[config.mk]
export PLATFORM = sky130hd
export DESIGN_NAME = wb_forward_pipe
export DESIGN_NICKNAME = d
export VERILOG_FILES = /design/src/rtl/wb_forward_pipe.sv
export SDC_FILE = /design/constraint.sdc
export NUM_CORES = 1
export LEC_CHECK = 0
export ABC_AREA = 1
export BUFFER_PORTS_ARGS = -buffer_cell sky130_fd_sc_hd__buf_2
export CORE_ASPECT_RATIO = 1.2
export CORE_MARGIN = 1.5
export CORE_UTILIZATION = 52
export CTS_CLUSTER_SIZE = 10
export DETAILED_ROUTE_END_ITERATION = 12
export HOLD_SLACK_MARGIN = 0.12
export PLACE_DENSITY = 0.86
export SYNTH_ARGS = -nofsm -noshare
export SYNTH_HDL_FRONTEND = slang
export SYNTH_SLANG_ARGS = --single-unit
export TNS_END_PERCENT = 20
[constraint.sdc]
create_clock -name clk -period 2.4 [get_ports clk]
set_input_delay 0.24 -clock clk [delete_from_list [all_inputs] [get_ports clk]]
set_output_delay 0.24 -clock clk [all_outputs]
set_load 0.005 [all_outputs]
[src/rtl/wb_forward_pipe.sv]
// wb_forward_pipe
// Tracks destination registers through EX, MEM and WB, drives the register
// file's forwarding (warp) ports and write port, and raises the decode stall
// for load-use hazards and data-memory wait states.
//
// Build option: define WB_LOAD_FWD_EN to forward load data out of MEM.
// Without it, MEM-stage loads never forward and a dependent instruction is
// held until the load reaches WB (two stall cycles instead of one).
module wb_forward_pipe #(
    parameter int DW = 32,
    parameter int AW = 5
) (
    input  logic          clk,
    input  logic          reset,
    input  logic          iss_valid,
    input  logic [AW-1:0] iss_dest,
    input  logic          iss_reg_write,
    input  logic          iss_is_load,
    input  logic [AW-1:0] id_rs,
    input  logic [AW-1:0] id_rt,
    input  logic          id_use_rs,
    input  logic          id_use_rt,
    input  logic [DW-1:0] alu_result,
    input  logic [DW-1:0] mem_rdata,
    input  logic          mem_wait,
    output logic          stall,
    output logic [AW-1:0] warp_Add_ALU,
    output logic [AW-1:0] warp_Add_MEM,
    output logic [DW-1:0] warp_ALU,
    output logic [DW-1:0] warp_MEM,
    output logic          warp_ALU_enable,
    output logic          warp_MEM_enable,
    output logic [AW-1:0] add_C,
    output logic [DW-1:0] data_C,
    output logic          write_enable
);

    // EX stage
    logic          ex_valid;
    logic          ex_regw;
    logic          ex_load;
    logic [AW-1:0] ex_dest;

    // MEM stage
    logic          mem_valid;
    logic          mem_regw;
    logic          mem_load;
    logic [AW-1:0] mem_dest;
    logic [DW-1:0] mem_alu;

    // WB stage (regw already folded into valid when it is loaded)
    logic          wb_valid;
    logic [AW-1:0] wb_dest;
    logic [DW-1:0] wb_data;

    logic          ex_live;
    logic          mem_live;
    logic          wb_live;
    logic [DW-1:0] mem_value;
    logic          ex_rs_hit;
    logic          ex_rt_hit;
    logic          ex_hazard;
    logic          mem_hazard;
    logic          stall_int;
    logic          issue_take;
    logic          ex_fwd_ok;
    logic          mem_fwd_ok;

    // Liveness, hazard detection and the value leaving MEM
    always_comb begin
        ex_live   = ex_valid  && ex_regw  && (ex_dest  != '0);
        mem_live  = mem_valid && mem_regw && (mem_dest != '0);
        wb_live   = wb_valid  && (wb_dest != '0);
        mem_value = mem_load ? mem_rdata : mem_alu;

        ex_rs_hit = id_use_rs && (id_rs == ex_dest);
        ex_rt_hit = id_use_rt && (id_rt == ex_dest);
        ex_hazard = ex_live && ex_load && (ex_rs_hit || ex_rt_hit);

`ifdef WB_LOAD_FWD_EN
        mem_hazard = 1'b0;
        mem_fwd_ok = mem_live;
`else
        // Load data is not bypassed out of MEM, so a dependent instruction
        // must also wait while the load sits in MEM.
        mem_hazard = mem_live && mem_load &&
                     ((id_use_rs && (id_rs == mem_dest)) ||
                      (id_use_rt && (id_rt == mem_dest)));
        mem_fwd_ok = mem_live && !mem_load;
`endif

        // A load in EX has no data yet; it forwards later from MEM.
        ex_fwd_ok  = ex_live && !ex_load;

        // Freeze dominates; the hazard terms are simply re-evaluated once
        // mem_wait drops because the stage registers held their contents.
        stall_int  = mem_wait || ex_hazard || mem_hazard;
        issue_take = iss_valid && !stall_int;
    end

    // EX stage register: capture issue or insert a bubble, hold on mem_wait
    always_ff @(posedge clk or negedge reset) begin
        if (!reset) begin
            ex_valid <= 1'b0;
            ex_regw  <= 1'b0;
            ex_load  <= 1'b0;
            ex_dest  <= '0;
        end else if (!mem_wait) begin
            if (issue_take) begin
                ex_valid <= 1'b1;
                ex_regw  <= iss_reg_write;
                ex_load  <= iss_is_load;
                ex_dest  <= iss_dest;
            end else begin
                ex_valid <= 1'b0;
                ex_regw  <= 1'b0;
                ex_load  <= 1'b0;
                ex_dest  <= '0;
            end
        end
    end

    // MEM stage register: take EX and latch the ALU result, hold on mem_wait
    always_ff @(posedge clk or negedge reset) begin
        if (!reset) begin
            mem_valid <= 1'b0;
            mem_regw  <= 1'b0;
            mem_load  <= 1'b0;
            mem_dest  <= '0;
            mem_alu   <= '0;
        end else if (!mem_wait) begin
            mem_valid <= ex_valid;
            mem_regw  <= ex_regw;
            mem_load  <= ex_load;
            mem_dest  <= ex_dest;
            mem_alu   <= alu_result;
        end
    end

    // WB stage register: take MEM with the selected load/ALU value
    always_ff @(posedge clk or negedge reset) begin
        if (!reset) begin
            wb_valid <= 1'b0;
            wb_dest  <= '0;
            wb_data  <= '0;
        end else if (!mem_wait) begin
            wb_valid <= mem_valid && mem_regw;
            wb_dest  <= mem_dest;
            wb_data  <= mem_value;
        end
    end

    // Output drive; everything reads 0 while reset is held, including the
    // paths that are combinational from alu_result, mem_rdata and mem_wait.
    always_comb begin
        stall           = 1'b0;
        warp_Add_ALU    = '0;
        warp_ALU        = '0;
        warp_ALU_enable = 1'b0;
        warp_Add_MEM    = '0;
        warp_MEM        = '0;
        warp_MEM_enable = 1'b0;
        add_C           = '0;
        data_C          = '0;
        write_enable    = 1'b0;
        if (reset) begin
            stall           = stall_int;
            warp_Add_ALU    = ex_dest;
            warp_ALU        = alu_result;
            warp_ALU_enable = ex_fwd_ok;
            warp_Add_MEM    = mem_dest;
            warp_MEM        = mem_value;
            warp_MEM_enable = mem_fwd_ok;
            add_C           = wb_dest;
            data_C          = wb_data;
            write_enable    = wb_live;
        end
    end

endmodule

; ---- Word-level counts from Yosys, hierarchy flattened
; Cells that the tools add are included.
[totals]
register_bits = 86
elab_cells = 57
in_bits = 87
output_inout_bits = 115
[classes]
n_mux = 15
eq_ne = 4
n_reduce_logical = 26
[ops]
columns = operator, n
row1 = 2-to-1 mux 32 bit, 4
row2 = == test 5 bit, 4
row3 = 2-to-1 mux 5 bit, 4
row4 = logical AND 1 bit, 16
row5 = nonzero test 5 bit, 3
row6 = 2-to-1 mux 1 bit, 7
row7 = logical OR 1 bit, 4
row8 = logical NOT 1 bit, 3

; ---- Depth between registers and ports, before layout
[logic_depth]
depth_word = 9
mapped_depth = 10
depth_no_buf = 10

; ---- Least setup slack after synthesis
; Ideal clock, no wire load.
[synth_path]
path_kind = register to output
start = register mem_dest[1]
end = output port stall
path_stages_with_launch = 9
path_slack_ns = 1.022
arrival_time_ns = 1.138
path_buffers = 0
t_required_ns = 2.160
cell_sequence = dfrtp_1 inv_1 nand2_1 o21bai_2 nor2_2 a21oi_4 nand2_1 nand2_1 inv_1
[synth_between]
elab_chain_cells = 6
word_cells_on_any_way = 11
cone_classes = eq/ne (2) / mux (1) / reduce/logical (8)
[synth_rtl]
columns = element, line_no
row1 = "start, declared", 48  ; logic [AW-1:0] mem_dest;
row2 = "start signal, assigned", 135  ; mem_dest <= ex_dest;
row3 = "== test 5 bit, or another cell as far along", 87  ; ((id_use_rs && (id_rs == mem_dest)) ||
row4 = logical AND 1 bit (on tied branches), "87, 72, 88"
row5 = logical OR 1 bit or logical AND 1 bit (tied branches), "87, 86"
row6 = logical AND 1 bit *, 86  ; mem_hazard = mem_live && mem_load &&
row7 = logical OR 1 bit *, 97  ; stall_int = mem_wait || ex_hazard || mem_hazard;
row8 = 2-to-1 mux 1 bit *, 166  ; if (reset) begin
row9 = "end, declared", 26  ; output logic stall,
; Every way passes the cells marked *; elsewhere a longest branch is shown, timed or not.

; ---- Worst setup path after layout
[layout_path]
start = input port reset
end = output port data_C[20]
[layout_between]
elab_chain_cells = 1
[layout_rtl]
columns = element, line_no
row1 = "start, declared", 14  ; input logic reset,
row2 = 2-to-1 mux 32 bit, 166
row3 = "end, declared", 34  ; output logic [DW-1:0] data_C,
; Every way passes these cells.

==> results.cfg <==
[floorplanning]
dieArea_um2 = 9634
die_h_um = 107.2
io_pins = 202
die_w_um = 89.85
core_um2 = 8703
num_rows = 37
start_util = 0.5408

[cells_and_area]
fillCellCount = 731
seqCellArea_um2 = 2153
antenna_cells = 0
syn2layout_area_growth_pct = 32.99
utilization = 0.7192
drive_gt1_frac = 0.2648
multi_input_area_um2 = 1994
fin_nets = 958

[clock_tree]
h-tree-depth = 3
cts.sinks = 86
clk_latency_ns = 0.34
clock_path_buffers = 2
cts_setup_buffers = 0
postCtsResizedCells = 0
root_buffer = clkbuf_8
clk_pin_slew_ns = 0.09
cts_inserted_buffers = 9
cts_tree = built

[critical_path]
worstPathArrival_ns = 1.90
start_kind = input pin
crit_type = input pin to output port
critical_path.max_fanout = 53
critPathMaxStageDelay_ns = 0.55
path_cells = dlygate4sd3_1, buf_6, buf_4, nand2_1, inv_1, buf_2
crit_required_ns = 2.16
slowest_stage = dlygate4sd3_1
cp-end-kind = output port

[synth]
async_flop_share = 1.000
yosysTopAreaCellShare = 0.4572
synth_area_leaders = dfrtp_1 (46%), nand2_1 (22%), inv_1 (8.0%)
yosys.cell_types.count = 27
yosys_warnings = 0
avgSynthCellArea_um2 = 7.121
synth_top_flop_cell = dfrtp_1
syn_inst = 661
synth_edf_count = 0
yosysSeqAreaShare = 0.4572
ys_ff_latch = 86
synth_top_area_cell = dfrtp_1
netlist_area_um2 = 4707
synth_nets = 748

[flow_run]
max-cap-violations = 0

[sta]
final_min_period_over_clock_period = 0.8909
clock.fmax_mhz = 467.7
rsz0062_at_grt = no
tightestPinTransition_ns = 0.5684
fin_skew_ns = 0.01200
hold_viol = 0
drv_slew = 0
fin_ws_ns = 0.2618
slew_headroom = 0.6211
hold_ws_ns = 0.1313
finalSetupViolations = 0
tns_ns = 0
period_minus_slack_ns = 2.138

[grt]
overflow = 0
grt_max_degree = 88
antenna_found_initial = 0
grt_pass1_vias = 4393
grt_pass1_wl_um = 20200
grt_usage = 0.2578

[status]
status = finished, final reports clean

[drt]
drcViolationCount = 0
num_vias = 4741
final_antenna_net_count = 0
vias_per_cell = 4.774
drtIter0Drc = 239
drt_wl_total_um = 12450
drt-pass1-iter-count = 4
post_drt_wl_per_cell_um = 12.53

[pwr]
power.density_nw_per_um2 = 579.8
power_mw = 3.629
power.leakage_nw = 3.996
vdd_ir_drop_max_mv = 0.3481

[placed_design]
portBuffers = 201
gp_congestion = 0.8913
pre_cts_ws_ns = 0.7759
dp_hpwl_um = 8682

[hold_path]
min_path_type = input pin to flip-flop
-- registers in the layout (all words and copies together) (netlist names) --
signal     flops
ex_load        1
ex_regw        1
mem_dest       5
wb_valid       1
mem_valid      1
wb_data       32
mem_load       1
wb_dest        5
ex_valid       1
mem_regw       1
ex_dest        5
mem_alu       32
-- area by class of cell --
type                    count  share of cell area
clock buffers              11             0.02259
clock inverters             5             0.01299
multi-input cells         436              0.3186
repair buffers            234              0.2161
inverters                 104             0.06236
flip-flops and latches     86              0.3440
well taps                 117             0.02339
-- cell usage in the layout, fill, tap and decap left out, types with 2 or more instances in the layout --
cell	synthesis	final
nand4_1	7	7
xor2_1	4	4
o21ai_0	50	50
inv_2	2	2
nand3_1	7	7
buf_4	4	6
mux2i_1	32	32
inv_1	100	100
nand2_1	275	275
buf_12	0	2
nor3_1	3	3
nor2_1	49	49
bufinv_16	0	2
dlygate4sd3_1	0	26
clkbuf_8	0	10
buf_2	9	199
dfrtp_1	86	85
clkinv_1	2	2
-- metrics by stage --
stage,std cells,cell area [µm²]
floorplan,661,4707
global placement,951,5777
detailed placement,951,5777
CTS,992,6250
global route,993,6260
finish,993,6260
-- synthesized netlist by cell type (2+ instances only) --
library cell  count
o21ai_0          50
nand4_1           7
nor2_1           49
inv_2             2
nor3_1            3
nand2_1         275
clkinv_1          2
mux2i_1          32
buf_4             4
nand3_1           7
dfrtp_1          86
clkbuf_1         18
buf_2             9
inv_1           100
xor2_1            4
buf_1             2
-- worst paths after layout --
check / depth (start not counted) / slack (ns) / end / from
worst min-delay path: 3 / 0.13 / mem_alu[11]$_DFFE_PN0N_ / alu_result[11]
worst max-delay path: 6 / 0.26 / data_C[20] / reset
worst min register to register: 2 / 0.48 / mem_alu[25]$_DFFE_PN0N_ / mem_alu[25]$_DFFE_PN0N_
min in group asynchronous: 2 / 0.32 / mem_alu[28]$_DFFE_PN0N_ / reset
max in group asynchronous: 3 / 1.21 / mem_load$_DFFE_PN0N_ / reset
worst max register to register: 3 / 0.97 / wb_data[0]$_DFFE_PN0N_ / mem_load$_DFFE_PN0N_
-- routing by layer --
layer	up-vias	track usage	routed length (µm)
met5	-	0	0
met4	0	0.07823	199
met3	19	0.03688	560
met2	155	0.4586	6391
met1	2169	0.3263	5295
li1	2398	-	-
-- worst max-delay path: cells and delay by family --
kind                   cells  cell delay (ns)
buffers and inverters      5             1.53
and+or+nand+nor            1             0.11
-- kinds of logic after synthesis --
family,count (synthesis),share of synthesized area
AO/OA/AOI/OAI,55,0.06380
XOR/XNOR,4,0.007442
buffers and inverters,139,0.1191
flip-flops,86,0.4572
multiplexers,32,0.06805
AND/OR/NAND/NOR,345,0.2844
-- repair_timing --
item | CTS | global route
hold buffers | 25 | 1
endpoints found under the hold margin | 77 | 1
endpoints found under the setup margin | 0 | 0
-- power by group --
part           total, mW  internal (mW)  switching, mW
registers           1.72           1.60          0.117
logic              0.788          0.354          0.434
clock network       1.12          0.618          0.503
Note: power is estimated with default switching activity, not from simulation.
